## src/rtl/mux_scan_controller_if.sv

```systemverilog
// Signal bundle between the scan controller and the 4:1 multiplexer and its host.
// The slave modport is the controller's view; the master modport is the host/mux side.
interface mux_scan_controller_if;
   logic       start;
   logic [3:0] mask;
   logic [3:0] dwell;
   logic       F;
   logic       S1;
   logic       S0;
   logic [3:0] sample;
   logic       busy;
   logic       done;

   modport slave (
      input  start, mask, dwell, F,
      output S1, S0, sample, busy, done
   );

   modport master (
      output start, mask, dwell, F,
      input  S1, S0, sample, busy, done
   );
endinterface

```

## src/rtl/mux_scan_controller.sv

```systemverilog
// Steps a 4:1 mux select through the enabled channels in ascending order,
// waits a settle time on each, then captures the mux output per channel.
module mux_scan_controller (
   input  logic                  clk,
   input  logic                  rst,
   mux_scan_controller_if.slave  bus
);
   typedef enum logic [1:0] {IDLE, SETTLE, CAPTURE, DONE} state_t;

   state_t     state, state_n;
   logic [3:0] mask_q, mask_n;
   logic [3:0] dwell_q, dwell_n;
   logic [3:0] cnt, cnt_n;
   logic [1:0] sel, sel_n;
   logic [3:0] sample_q, sample_n;
   logic       busy_q, busy_n;
   logic       done_q, done_n;
   logic [3:0] dwell_eff;
   logic [2:0] first_ch, next_ch;

   // Returns {found, index} of the lowest set bit of m at or above position from.
   function automatic logic [2:0] pick_ch(input logic [3:0] m, input logic [2:0] from);
      logic [2:0] r;
      r = '0;
      for (int i = 3; i >= 0; i--) begin
         if (m[i] && (3'(i) >= from)) r = {1'b1, 2'(i)};
      end
      return r;
   endfunction

   assign dwell_eff = (bus.dwell == 4'd0) ? 4'd1 : bus.dwell;
   assign first_ch  = pick_ch(bus.mask, 3'd0);
   assign next_ch   = pick_ch(mask_q, {1'b0, sel} + 3'd1);

   always_ff @(posedge clk or posedge rst) begin
      if (rst) begin
         state    <= IDLE;
         mask_q   <= '0;
         dwell_q  <= '0;
         cnt      <= '0;
         sel      <= '0;
         sample_q <= '0;
         busy_q   <= 1'b0;
         done_q   <= 1'b0;
      end else begin
         state    <= state_n;
         mask_q   <= mask_n;
         dwell_q  <= dwell_n;
         cnt      <= cnt_n;
         sel      <= sel_n;
         sample_q <= sample_n;
         busy_q   <= busy_n;
         done_q   <= done_n;
      end
   end

   always_comb begin
      state_n  = state;
      mask_n   = mask_q;
      dwell_n  = dwell_q;
      cnt_n    = cnt;
      sel_n    = sel;
      sample_n = sample_q;
      busy_n   = busy_q;
      done_n   = 1'b0;
      case (state)
         IDLE: begin
            if (bus.start) begin
               mask_n   = bus.mask;
               sample_n = '0;
               if (bus.mask == 4'd0) begin
                  // Empty scan: report completion without touching the select.
                  state_n = DONE;
                  done_n  = 1'b1;
               end else begin
                  dwell_n = dwell_eff;
                  cnt_n   = dwell_eff;
                  sel_n   = first_ch[1:0];
                  busy_n  = 1'b1;
                  state_n = SETTLE;
               end
            end
         end
         SETTLE: begin
            if (cnt <= 4'd1) state_n = CAPTURE;
            else             cnt_n   = cnt - 4'd1;
         end
         CAPTURE: begin
            sample_n[sel] = bus.F;
            if (next_ch[2]) begin
               sel_n   = next_ch[1:0];
               cnt_n   = dwell_q;
               state_n = SETTLE;
            end else begin
               busy_n  = 1'b0;
               done_n  = 1'b1;
               state_n = DONE;
            end
         end
         DONE: state_n = IDLE;
         default: state_n = IDLE;
      endcase
   end

   assign bus.S1     = sel[1];
   assign bus.S0     = sel[0];
   assign bus.sample = sample_q;
   assign bus.busy   = busy_q;
   assign bus.done   = done_q;
endmodule

```

## src/flat_wrapper.sv

```systemverilog
// flat-port wrapper written by rule: the top's interface ports become plain ports
module mux_scan_controller_flat 
  (clk, rst, bus_start, bus_mask, bus_dwell, bus_F, bus_S1, bus_S0, bus_sample, bus_busy, bus_done);
  mux_scan_controller_if bus_i ();
  input  logic clk;
  input  logic rst;
  input wire logic [$bits(bus_i.start)-1:0] bus_start;
  input wire logic [$bits(bus_i.mask)-1:0] bus_mask;
  input wire logic [$bits(bus_i.dwell)-1:0] bus_dwell;
  input wire logic [$bits(bus_i.F)-1:0] bus_F;
  output wire logic [$bits(bus_i.S1)-1:0] bus_S1;
  output wire logic [$bits(bus_i.S0)-1:0] bus_S0;
  output wire logic [$bits(bus_i.sample)-1:0] bus_sample;
  output wire logic [$bits(bus_i.busy)-1:0] bus_busy;
  output wire logic [$bits(bus_i.done)-1:0] bus_done;
  assign bus_i.start = bus_start;
  assign bus_i.mask = bus_mask;
  assign bus_i.dwell = bus_dwell;
  assign bus_i.F = bus_F;
  assign bus_S1 = bus_i.S1;
  assign bus_S0 = bus_i.S0;
  assign bus_sample = bus_i.sample;
  assign bus_busy = bus_i.busy;
  assign bus_done = bus_i.done;
  mux_scan_controller u_core (.clk(clk), .rst(rst), .bus(bus_i));
endmodule
```

## config.mk

```make
export PLATFORM = sky130hd
export DESIGN_NAME = mux_scan_controller_flat
export DESIGN_NICKNAME = d
export VERILOG_FILES = /design/src/rtl/mux_scan_controller_if.sv /design/src/rtl/mux_scan_controller.sv /design/src/flat_wrapper.sv
export SDC_FILE = /design/constraint.sdc
export NUM_CORES = 1
export LEC_CHECK = 0
export ABC_CLOCK_PERIOD_IN_PS = 3200
export CAP_MARGIN = 0
export CORE_MARGIN = 5
export CORE_UTILIZATION = 55
export CTS_CLUSTER_SIZE = 12
export DETAILED_ROUTE_END_ITERATION = 8
export HOLD_SLACK_MARGIN = 0.1
export PLACE_DENSITY = 0.81
export SYNTH_ARGS = -nofsm -noshare
export SYNTH_HDL_FRONTEND = slang
export SYNTH_SLANG_ARGS = --single-unit
```

## constraint.sdc

```tcl
create_clock -name clk -period 3.2 [get_ports clk]
set_input_delay 0.64 -clock clk [delete_from_list [all_inputs] [get_ports clk]]
set_output_delay 0.64 -clock clk [all_outputs]
set_load 0.01 [all_outputs]
```

==> metrics.md <==
| Metric | Value |
|---|---|
| Status | `complete, no violations` |
| Core area | `2250 sq um` |
| Setup bufs post-CTS | `0` |
| Synth Net Count | `150` |
| Main flop type after synthesis | `dfrtp_1` |
| Most instantiated library cell after synthesis | `dfrtp_1` |
| Post-synthesis register bit count | `21` |
| CP endpoint kind | `register` |
| Final cell count without fillers | `179` |
| IO buf count | `19` |
| Sequential cell area fraction in the yosys report | `0.398` |
| Vias/cell | `5.92` |
| CTS max path bufs | `2` |
| Area occupied by multi-input gates | `733 sq um` |
| Worst EP arrival | `2480 ps` |
| CTS Hold Buffers Added | `0` |
| First-pass GRT wire length | `4.60 mm` |
| Synthesized cell area | `1320 sq um` |
| Post-synth EDFFs | `0` |
| I/O pins | `20` |
| Startpoint types | `register` |
| Share of cells above drive strength 1 | `0.152` |
| CP max stage delay | `610 ps` |
| Buf/Inv on CP | `1` |
| P&R area growth vs syn | `17.3%` |
| Crit path kind | `reg2reg` |
| Crit path max-delay cell type | `ha_1` |
| Number of fillers in the final layout | `194` |
| Root Buffer | `clkbuf_4` |
| WP data required | `3400 ps` |
| Final GP Congestion | `0.793` |
| Largest net degree at the start of global routing | `22` |
| Initial Util | `0.585` |
| Hold Slack | `523 ps` |
| Leakage | `0.682 nW` |
| Slew margin rel. | `0.449` |
| Final Hold Viols | `0` |
| # DRC | `0` |
| Netlist cell types | `44` |
| Vias | `1060` |
| Routed Antenna Nets | `0` |
| Share of synthesized registers carrying an async set or reset | `1.00` |
| # nets final | `170` |
| # setup viols final | `0` |
| Routed wire per std cell | `14.8 microns` |
| GRT Util Overall | `0.169` |
| Die area | `3480 sq um` |
| Final wirelength | `2.64 mm` |
| Synth top area share | `0.398` |
| Synth area leaders | `dfrtp_1 40%, mux2_2 6.0%, ha_1 5.7%, mux2_4 4.5%, nor2_1 3.4%` |
| Post-CTS resize count | `0` |
| Period utilization | `0.712` |
| Clock sink count | `21` |
| RSZ-0062 raised after global routing | `false` |
| Pwr dens | `1010 nW/um^2` |
| Clk_lat worst skew | `300 ps` |
| CTS Buf Count | `3` |
| Initial antenna violation count | `0` |
| Grt total ovfl | `0` |
| Family with the most delay on the worst path | `multiplexers` |
| Worst slew pin tran | `825 ps` |
| FMAX | `439 MHz` |
| Die height | `59.0 microns` |
| Sequential standard cell area | `526 sq um` |
| Final min period | `2280 ps` |
| Clk slew on worst S/H paths | `120 ps` |
| Critical-path cell list | `inv_1 -> ha_1 -> mux2i_1 -> a21o_1 -> a31oi_1 -> mux2_2` |
| First-pass detailed-route iteration total | `4` |
| Hpwl dp | `1.97 mm` |
| Placed cells | `175` |
| Final Skew | `1.59 ps` |
| H-tree levels | `1` |
| Chip width | `59.0 microns` |
| Gate count after technology mapping | `132` |
| Number of global-route vias before repair | `1064` |
| VDD IR max | `0.595 mV` |
| Total of max-cap violations | `0` |
| Setup tns final | `0 ps` |
| Initial DRC Count | `18` |
| Synth warn | `0` |
| ANT cells | `0` |
| Slew Limit Fails | `0` |
| Cell row count | `17` |
| Worst min path class | `reg2reg` |
| Final instance area | `1550 sq um` |
| CP max FO | `20` |
| Synth area leader | `dfrtp_1` |
| Post-layout util | `0.687` |
| Cell area after placement | `1520 sq um` |
| Avg Cell Area, Syn | `10.0 sq um` |
| CTS tree | `built` |
| Top cells by count, synth | `21 x dfrtp_1, 12 x nor2_1, 10 x inv_1, 8 x o21ai_0` |
[flip-flops by register name, summed over array words and instances, names as in the netlist]
| name | count |
|---|---|
| u_core.bus.busy | 1 |
| u_core.bus.done | 1 |
| u_core.bus.sample | 4 |
| u_core.cnt | 4 |
| u_core.dwell_q | 4 |
| u_core.mask_q | 3 |
| u_core.sel | 2 |
| u_core.state | 2 |
[layout by cell type, fill, tap and decap left out, types with 3 or more instances in the layout]
cell             Yosys  layout
clkdlybuf4s50_1      0      19
clkbuf_4             0       3
nor2_1              12      12
o21ai_0              8       8
mux2_2               7       7
a221oi_1             3       3
nor2b_1              4       4
nand2_1              7       7
mux2_4               4       4
mux2i_1              4       4
dfrtp_1             21      21
ha_1                 6       6
inv_1               10      10
a21oi_1              5       5
[final cells by class]
type	instances	area share
clock inverters	1	0.00323
repair buffers	19	0.123
well taps	28	0.0226
flip-flops and latches	21	0.339
inverters	10	0.0242
multi-input cells	97	0.473
clock buffers	3	0.0145
[metrics by stage]
step | worst slack (ps) | power [mW]
global placement | 786 | 1.41
floorplan | 1300 | 1.22
detailed placement | 748 | 1.43
finish | 922 | 1.56
global route | 837 | 1.70
CTS | 938 | 1.57
[power breakdown]
group          total (mW)  switching, mW  internal [mW]  leakage, nW
combinational       0.920          0.432          0.488        0.410
sequential          0.513          0.119          0.394        0.254
clock               0.129         0.0823         0.0466       0.0177
total                1.56          0.634          0.928        0.682
[cell families after synthesis]
family / count (synthesis) / share of synthesized area
flip-flops: 21 / 0.398
adder cells (fa/ha/maj): 6 / 0.0569
AND/OR/NAND/NOR: 39 / 0.152
AO/OA/AOI/OAI: 36 / 0.205
multiplexers: 15 / 0.136
XOR/XNOR: 1 / 0.00664
buffers and inverters: 14 / 0.0464
[worst paths after layout]
| check | start | end | slack, ps | depth (start not counted) |
|---|---|---|---|---|
| min in group asynchronous | rst | u_core.dwell_q[1] | 810 | 2 |
| setup reg to reg | u_core.state[0] | u_core.sel[0] | 920 | 6 |
| max in group asynchronous | rst | u_core.sel[1] | 1880 | 2 |
| setup / recovery | u_core.state[0] | u_core.sel[0] | 920 | 6 |
| hold / removal | u_core.mask_q[1] | u_core.mask_q[1] | 520 | 1 |
| hold reg to reg | u_core.mask_q[1] | u_core.mask_q[1] | 520 | 1 |
[per-layer routing]
layer  vias up  part of all wire  global-route usage
met1       506              0.47               0.221
met4         0            0.0064              0.0518
met3         2             0.059              0.0370
met5         -                 0                   0
li1        520                 -                   -
met2        32              0.47               0.278
No activity file was read; power rests on OpenSTA's default activity.
